`src/rtl/ones_complement_checksum_engine_pkg.sv`:
```
// rtl/ones_complement_checksum_engine_pkg.sv - shared widths, state encoding and ones-complement add
package ones_complement_checksum_engine_pkg;

   localparam int WORD_W    = 16;
   localparam int LANE_CNT  = 4;

   typedef enum logic {
      ACCUM  = 1'b0,
      RESULT = 1'b1
   } state_t;

   // End-around carry add; one fold of the carry is enough because a+b <= 2*(2^W-1).
   function automatic logic [WORD_W-1:0] oc_add(input logic [WORD_W-1:0] a,
                                                 input logic [WORD_W-1:0] b);
      logic [WORD_W:0] t;
      t = {1'b0, a} + {1'b0, b};
      return t[WORD_W-1:0] + {{(WORD_W-1){1'b0}}, t[WORD_W]};
   endfunction

endpackage

```
`src/rtl/ones_complement_checksum_engine_adders.sv`:
```
// rtl/ones_complement_checksum_engine_adders.sv - two-operand and multi-operand ones-complement adders
module ones_complement_addition #(
   parameter int WIDTH = 16
) (
   input  logic [WIDTH-1:0] a,
   input  logic [WIDTH-1:0] b,
   output logic [WIDTH-1:0] sum
);

   logic [WIDTH:0] raw;

   assign raw = {1'b0, a} + {1'b0, b};
   assign sum = raw[WIDTH-1:0] + {{(WIDTH-1){1'b0}}, raw[WIDTH]};

endmodule

module ones_complement_sum #(
   parameter int WIDTH         = 16,
   parameter int OPERAND_COUNT = 4
) (
   input  logic [WIDTH*OPERAND_COUNT-1:0] operands,
   output logic [WIDTH-1:0]               sum
);

   logic [WIDTH:0]   raw;
   logic [WIDTH-1:0] run;

   // Sequential fold; each step re-absorbs its carry so the chain never widens.
   always_comb begin
      raw = '0;
      run = '0;
      for (int i = 0; i < OPERAND_COUNT; i++) begin
         raw = {1'b0, run} + {1'b0, operands[i*WIDTH +: WIDTH]};
         run = raw[WIDTH-1:0] + {{(WIDTH-1){1'b0}}, raw[WIDTH]};
      end
   end

   assign sum = run;

endmodule

```
`src/rtl/ones_complement_checksum_engine.sv`:
```
// rtl/ones_complement_checksum_engine.sv - streaming ones-complement checksum with result handshake
module ones_complement_checksum_engine
   import ones_complement_checksum_engine_pkg::*;
#(
   parameter  int WIDTH     = 16,
   parameter  int LANES     = 4,
   parameter  int MAX_BEATS = 16,
   localparam int CNT_W     = $clog2(MAX_BEATS + 1)
) (
   input  logic                   clk,
   input  logic                   reset,
   input  logic                   s_valid,
   output logic                   s_ready,
   input  logic [WIDTH*LANES-1:0] s_data,
   input  logic [LANES-1:0]       s_keep,
   input  logic                   s_last,
   output logic                   m_valid,
   input  logic                   m_ready,
   output logic [WIDTH-1:0]       m_checksum,
   output logic                   m_ok,
   output logic [CNT_W-1:0]       m_beats,
   output logic                   m_error
);

   localparam logic [CNT_W-1:0] MAX_CNT = CNT_W'(MAX_BEATS);

   state_t                 state_q, state_d;
   logic [WIDTH-1:0]       acc_q;
   logic [CNT_W-1:0]       cnt_q;
   logic                   ovf_q;
   logic [WIDTH*LANES-1:0] masked;
   logic [WIDTH-1:0]       beat_sum;
   logic [WIDTH-1:0]       acc_next;
   logic                   beat_fire;
   logic                   at_max;
   logic [CNT_W-1:0]       cnt_inc;

   always_comb begin
      masked = '0;
      for (int i = 0; i < LANES; i++) begin
         masked[i*WIDTH +: WIDTH] = s_keep[i] ? s_data[i*WIDTH +: WIDTH] : '0;
      end
   end

   ones_complement_sum #(
      .WIDTH         (WIDTH),
      .OPERAND_COUNT (LANES)
   ) u_beat_sum (
      .operands (masked),
      .sum      (beat_sum)
   );

   ones_complement_addition #(
      .WIDTH (WIDTH)
   ) u_acc_add (
      .a   (acc_q),
      .b   (beat_sum),
      .sum (acc_next)
   );

   assign s_ready   = (state_q == ACCUM);
   assign m_valid   = (state_q == RESULT);
   assign beat_fire = s_valid && (state_q == ACCUM);
   assign at_max    = (cnt_q == MAX_CNT);
   assign cnt_inc   = at_max ? MAX_CNT : cnt_q + 1'b1;

   always_comb begin
      state_d = state_q;
      case (state_q)
         ACCUM:   if (s_valid && s_last) state_d = RESULT;
         RESULT:  if (m_ready)           state_d = ACCUM;
         default:                        state_d = ACCUM;
      endcase
   end

   always_ff @(posedge clk or posedge reset) begin
      if (reset) begin
         state_q <= ACCUM;
      end else begin
         state_q <= state_d;
      end
   end

   // Result registers are only written on the closing beat, so they hold through RESULT and beyond.
   always_ff @(posedge clk or posedge reset) begin
      if (reset) begin
         acc_q      <= '0;
         cnt_q      <= '0;
         ovf_q      <= 1'b0;
         m_checksum <= '0;
         m_ok       <= 1'b0;
         m_beats    <= '0;
         m_error    <= 1'b0;
      end else if (beat_fire) begin
         acc_q <= acc_next;
         cnt_q <= cnt_inc;
         ovf_q <= ovf_q | at_max;
         if (s_last) begin
            m_checksum <= ~acc_next;
            m_ok       <= (acc_next == {WIDTH{1'b1}});
            m_beats    <= cnt_inc;
            m_error    <= ovf_q | at_max;
         end
      end else if (state_q == RESULT && m_ready) begin
         acc_q <= '0;
         cnt_q <= '0;
         ovf_q <= 1'b0;
      end
   end

endmodule

```
`config.mk`:
```
export PLATFORM = sky130hd
export DESIGN_NAME = ones_complement_checksum_engine
export DESIGN_NICKNAME = d
export VERILOG_FILES = /design/src/rtl/ones_complement_checksum_engine_pkg.sv /design/src/rtl/ones_complement_checksum_engine_adders.sv /design/src/rtl/ones_complement_checksum_engine.sv
export SDC_FILE = /design/constraint.sdc
export NUM_CORES = 1
export LEC_CHECK = 0
export CAP_MARGIN = 20
export CORE_UTILIZATION = 50
export DETAILED_ROUTE_END_ITERATION = 10
export PLACE_DENSITY = 0.84
export SYNTH_ARGS = -nofsm -noshare
export SYNTH_HDL_FRONTEND = slang
export SYNTH_HIERARCHICAL = 1
export SYNTH_SLANG_ARGS = --single-unit
```
`constraint.sdc`:
```
create_clock -name clk -period 4.2 [get_ports clk]
set_input_delay 0.63 -clock clk [delete_from_list [all_inputs] [get_ports clk]]
set_output_delay 0.63 -clock clk [all_outputs]
set_load 0.1 [all_outputs]
```
# Word-level counts from Yosys, hierarchy flattened
# Index checks and enable logic that the tools add are counted.
# W data, S select, Z words.
[word_totals]
ff_bits = 46
in_bits = 73
output_inout_bits = 25
wordCells = 41
[classes]
muxes = 14
add_sub_neg = 9
bitwise = 3
n_reduce_logical = 5
n_eq_ne = 2
[ops]
columns = ["operator", "n"]
rows = [
  ["$mux W16", 6],
  ["$add A16 B16 Y17", 4],
  ["$add A16 B1 Y16", 4],
  ["$eq A16 B16 Y1 const B", 1],
  ["$not A16 Y16", 1],
  ["$mux W5", 3],
  ["$add A5 B1 Y5 const B", 1],
  ["$eq A5 B5 Y1 const B", 1],
  ["$mux W1", 4],
  ["$logic_and A1 B1 Y1", 3],
  ["$pmux W1 S2", 1],
  ["$reduce_and A2 Y1", 1],
  ["$reduce_bool A2 Y1", 1],
  ["$not A1 Y1", 1],
  ["$or A1 B1 Y1", 1],
]

# Logic depth before layout (Yosys ltp)
[depth]
depth_word = 10
depth_mapped = 64
ltp_nobuf = 63

# By module
# Netlist, hierarchy kept.
[by_module_without_submodules]
columns = ["mod", "seq_area_each_um2", "area_per_inst_um2", "instances", "cells_per_inst"]
rows = [
  ["ones_complement_sum", 0.0, 3269.4, 1, 422],
  ["ones_complement_checksum_engine", 1151.1, 2229.6, 1, 221],
  ["ones_complement_addition", 0.0, 1111.1, 1, 134],
]

# Worst setup path before layout
# OpenSTA, ideal clock, no wires.
[synth_path]
kind = "input -> register"
start = "in s_data[0]"
end = "reg m_ok"
setup_time_ns = 0.069
stages = 60
required_time_ns = 4.131
setup_slack_ns = -7.065
t_arrival_ns = 11.196
cell_sequence = "and2_1 > ha_1 > inv_1 > fa_1 > nor2b_4 > o31ai_1 > a211o_1 > a31oi_1 > o21ai_0 > a21boi_0 > o21ai_0 > nand2b_1 > ha_1 > and3_1 > nand3_1 > nor3b_4 > nand2_1 > xnor2_1 > [24 not listed] > xnor2_1 > ha_1 > a21o_1 > a21oi_1 > o2111ai_1 > a31o_2 > a21o_1 > a211oi_1 > nor2_1 > ha_1 > ha_1 > and2_1 > and4b_2 > nand4b_1 > xnor2_1 > nand4_1 > nor4_1 > a22o_1"
[synth_via]
elab_chain_len = 10
[synth_lines]
columns = ["element", "line_no", "text"]
rows = [
  ["start: declaration", "ones_complement_checksum_engine.sv:14", "input logic [WIDTH*LANES-1:0] s_data,"],
  ["$mux W16", "ones_complement_checksum_engine.sv:41", "masked[i*WIDTH +: WIDTH] = s_keep[i] ? s_data[i*WIDTH +: WIDTH] : '0;"],
  ["$add A16 B16 Y17", "ones_complement_checksum_engine_adders.sv:33", "raw = {1'b0, run} + {1'b0, operands[i*WIDTH +: WIDTH]};"],
  ["$add A16 B1 Y16", "ones_complement_checksum_engine_adders.sv:34", "run = raw[WIDTH-1:0] + {{(WIDTH-1){1'b0}}, raw[WIDTH]};"],
  ["$add A16 B16 Y17", "ones_complement_checksum_engine_adders.sv:33", ""],
  ["$add A16 B1 Y16", "ones_complement_checksum_engine_adders.sv:34", ""],
  ["$add A16 B16 Y17", "ones_complement_checksum_engine_adders.sv:33", ""],
  ["$add A16 B1 Y16", "ones_complement_checksum_engine_adders.sv:34", ""],
  ["net beat_sum[9]", "ones_complement_checksum_engine.sv:32", "logic [WIDTH-1:0] beat_sum;"],
  ["$add A16 B16 Y17", "ones_complement_checksum_engine_adders.sv:12", "assign raw = {1'b0, a} + {1'b0, b};"],
  ["$add A16 B1 Y16", "ones_complement_checksum_engine_adders.sv:13", "assign sum = raw[WIDTH-1:0] + {{(WIDTH-1){1'b0}}, raw[WIDTH]};"],
  ["net acc_next[14]", "ones_complement_checksum_engine.sv:33", "logic [WIDTH-1:0] acc_next;"],
  ["$eq A16 B16 Y1", "ones_complement_checksum_engine.sv:100", "m_ok <= (acc_next == {WIDTH{1'b1}});"],
  ["end signal: assignment", "ones_complement_checksum_engine.sv:100", ""],
  ["end: declaration", "ones_complement_checksum_engine.sv:20", "output logic m_ok,"],
]
# The timed path passes the listed nets, and every way through them passes these cells.
# A chain may end at the register's enable or synchronous reset.

# Final worst setup path
[layout_path]
start = "in s_keep[0]"
end = "reg m_ok"
[layout_via]
elab_chain_len = 10
[layout_lines]
columns = ["element", "line_no", "text"]
rows = [
  ["start: declaration", "ones_complement_checksum_engine.sv:15", "input logic [LANES-1:0] s_keep,"],
  ["$mux W16", "ones_complement_checksum_engine.sv:41", ""],
  ["net masked[0]", "ones_complement_checksum_engine.sv:31", "logic [WIDTH*LANES-1:0] masked;"],
  ["$add A16 B16 Y17", "ones_complement_checksum_engine_adders.sv:33", ""],
  ["$add A16 B1 Y16", "ones_complement_checksum_engine_adders.sv:34", ""],
  ["$add A16 B16 Y17", "ones_complement_checksum_engine_adders.sv:33", ""],
  ["$add A16 B1 Y16", "ones_complement_checksum_engine_adders.sv:34", ""],
  ["$add A16 B16 Y17", "ones_complement_checksum_engine_adders.sv:33", ""],
  ["$add A16 B1 Y16", "ones_complement_checksum_engine_adders.sv:34", ""],
  ["net beat_sum[2]", "ones_complement_checksum_engine.sv:32", ""],
  ["$add A16 B16 Y17", "ones_complement_checksum_engine_adders.sv:12", ""],
  ["$add A16 B1 Y16", "ones_complement_checksum_engine_adders.sv:13", ""],
  ["net acc_next[3]", "ones_complement_checksum_engine.sv:33", ""],
  ["$eq A16 B16 Y1", "ones_complement_checksum_engine.sv:100", ""],
]
# The timed path passes the listed nets, and every way through them passes these cells.

==> impl_metrics.json <==
{
  "grtUsageTotal": 0.397,
  "ys_types": 88,
  "fin_nets": 1322,
  "fin_util": 0.864,
  "first_iter_violations": 686,
  "setup.worst_path.class": "in2reg",
  "synth_edf_count": 0,
  "layout.cells.non_filler": 1340,
  "wl_per_cell_um": 20.5,
  "portBuffers": 97,
  "ys.flop_type": "dfrtp_1",
  "worstSetupEndpoint": "m_ok",
  "required_ns": 4.44,
  "skew_ns": 0.0143,
  "grt_max_degree": 47,
  "dp_cells": 1279,
  "hold_path.class": "reg2reg",
  "violations": "negative setup slack",
  "gp_congestion": 0.904,
  "power_frac_seq": 0.082,
  "core_mm2": 0.0128,
  "ioPinCount": 98,
  "cts_tree": "done",
  "power_leakage_uw": 0.00512,
  "min_period_ns": 12.17,
  "cts-root-buf": "clkbuf_16",
  "crit_path_end_kind": "flop",
  "synth_top_area_frac": 0.174,
  "die_area_mm2": 0.0137,
  "drive_gt1_frac": 0.410,
  "seq_area_frac_synth": 0.174,
  "ys_ff_latch": 46,
  "yosys_warnings": 6,
  "final_common_cell": "buf_4",
  "min_period_over_period": 2.90,
  "async_flop_share": 1.00,
  "reg2regPathDepth": 17,
  "numCtsBuffers": 5,
  "rows": 41,
  "internal-power_uw": 4930,
  "placed_area_mm2": 0.00986,
  "cp_slowest_cell": "nor3_1",
  "netlist_area_mm2": 0.00661,
  "status": "complete, but fails checks",
  "clk_pin_slew_ns": 0.08,
  "pwr-share-comb": 0.875,
  "maxCapViolations": 0,
  "clkPwrFrac": 0.043,
  "dr_total_vias": 8049,
  "clock.fmax_mhz": 82.2,
  "crit-reg2reg-launch": "acc_q[0]",
  "grt-ovfl-total": 0,
  "grt_pass1_vias": 8410,
  "setup_viol": 33,
  "arrival_ns": 12.41,
  "firstDrtPassIters": 6,
  "cts_sinks": 46,
  "synth_nets": 932,
  "r2r_end": "m_ok",
  "antenna_left": 0,
  "cp_common_cell": "ha_4",
  "setup_ws_ns": -7.97,
  "cp_max_fo": 4,
  "switching_share": 0.507,
  "synthToLayoutAreaGrowth_pct": 66.9,
  "reg2reg_setup_slack_ns": -0.29,
  "cpPeakStageDelay_ns": 0.57,
  "antenna_found_initial": 1,
  "dp_hpwl_um": 16300,
  "syn_avg_cell_area_um2": 8.51,
  "synth_top_area_cell": "dfrtp_1",
  "insertion_delay_ns": 0.30,
  "finalHoldViolCount": 0,
  "preCtsSetupSlack_ns": -7.48,
  "fin_area_mm2": 0.0110,
  "p_per_area_mw_per_mm2": 905,
  "grt_pass1_wl_um": 41100,
  "setup.worst_path.start": "s_keep[0]",
  "insertedDiodeCount": 0,
  "initial_utilization": 0.517,
  "maxSlewHeadroom": 0.328,
  "h-tree-depth": 2,
  "rsz0062_at_grt": "true",
  "cp-start-kind": "input port",
  "drt_wl_total_um": 27500,
  "p_switching_uw": 5060,
  "netlist_instances": 777,
  "final_cell_mix": "buf_4 (289), clkdlybuf4s50_1 (85), and2_1 (60), ha_1 (60), xnor2_1 (58)",
  "ir_worst_vdd_mv": 0.531,
  "via_per_inst": 6.01,
  "ctsHoldBuffers": 0,
  "clk_path_buf_depth": 2,
  "min-delay-start": "m_checksum[14]",
  "setup_tns_ns": -246.74,
  "final_max_slew_viol_count": 0,
  "die_h_um": 117,
  "route.detailed.drc": 0,
  "synthTopCellsByArea": "dfrtp_1 (17%), ha_1 (15%), xnor2_1 (8.7%)",
  "die_w_um": 117,
  "timing_worst_slew_pin_value_ns": 1.00
}
==> Yosys cell counts, types with 6 or more instances <==
library cell  instances
a211oi_1             10
a21o_1               15
a21oi_1              39
a22o_1               19
and2_1               71
and3_1                6
buf_2                 6
clkbuf_1             11
dfrtp_1              46
ha_1                 78
inv_1                28
nand2_1              57
nand3_1              25
nor2_1               41
nor2b_1               7
nor3_1               16
nor4_1                6
o21a_1                9
o21ai_0              32
o21ai_1              25
o21bai_1              7
xnor2_1              66
xor2_1               33
==> critical path, delay by kind of cell <==
kind | cells | cell delay [ns]
AO/OA/AOI/OAI | 25 | 4.97
AND/OR/NAND/NOR | 13 | 2.95
XOR/XNOR | 4 | 0.55
buffers and inverters | 8 | 0.82
adder cells (fa/ha/maj) | 11 | 2.44
==> power by group through the flow <==
stage / sequential (uW) / combinational [uW] / clock (uW)
finish: 822 / 8740 / 432
global route: 850 / 9250 / 447
CTS: 782 / 7540 / 416
detailed placement: 776 / 6890 / 0
global placement: 765 / 6640 / 0
floorplan: 1420 / 3330 / 0
==> metal layers <==
| layer | part of all wire | vias up | track usage | wire (um) |
|---|---|---|---|---|
| met4 | 0.081 | 2 | 0.296 | 2230 |
| met2 | 0.52 | 470 | 0.733 | 14400 |
| met5 | 0.00047 | - | 0.104 | 13 |
| met1 | 0.32 | 3764 | 0.357 | 8810 |
| li1 | - | 3611 | - | - |
| met3 | 0.076 | 202 | 0.127 | 2080 |
==> per-stage QoR <==
step / hold slack (ns) / power [uW]
global placement: 0.466 / 7400
finish: 0.504 / 9990
detailed placement: 0.477 / 7670
global route: 0.547 / 10500
CTS: 0.494 / 8740
floorplan: 0.470 / 4740
==> cells by family after synthesis <==
kind of cell / Yosys count / share of synthesized area
simple gates: 278 / 0.249
compound gates: 216 / 0.235
xor+xnor: 104 / 0.146
fa+ha+maj: 82 / 0.160
buf+inv: 48 / 0.0312
flops: 46 / 0.174
mux: 3 / 0.00473
==> state kept, by name, indices dropped and copies added (netlist names) <==
signal and cells:
m_ok 1, m_valid 1, m_error 1, m_checksum 16
cnt_q 5, ovf_q 1, acc_q 16, m_beats 5
==> cell type report <==
class,count,area [um^2]
well taps,172,215
repair buffers,403,3340
inverters,28,105
flip-flops and latches,46,1150
fillers,573,1740
multi-input cells,683,6070
clock buffers,5,125
clock inverters,3,26.3
==> timing repair <==
action                     CTS  global route
setup buffers               30            26
gates cloned                 0             0
resized for setup          100            55
pin swaps                  100            40
setup endpoints to repair   33            33
==> how the worst min path moves through the flow <==
stage                     end  slack (ns)  depth (start not counted)
2_1_floorplan        acc_q[9]        0.47                          1
6_report       m_checksum[14]        0.50                          2
3_3_place_gp       m_beats[3]        0.47                          2
5_1_grt         m_checksum[0]        0.55                          2
4_1_cts            m_beats[3]        0.49                          2
3_5_place_dp   m_checksum[11]        0.48                          2
Power figures use the tool's default switching activity.
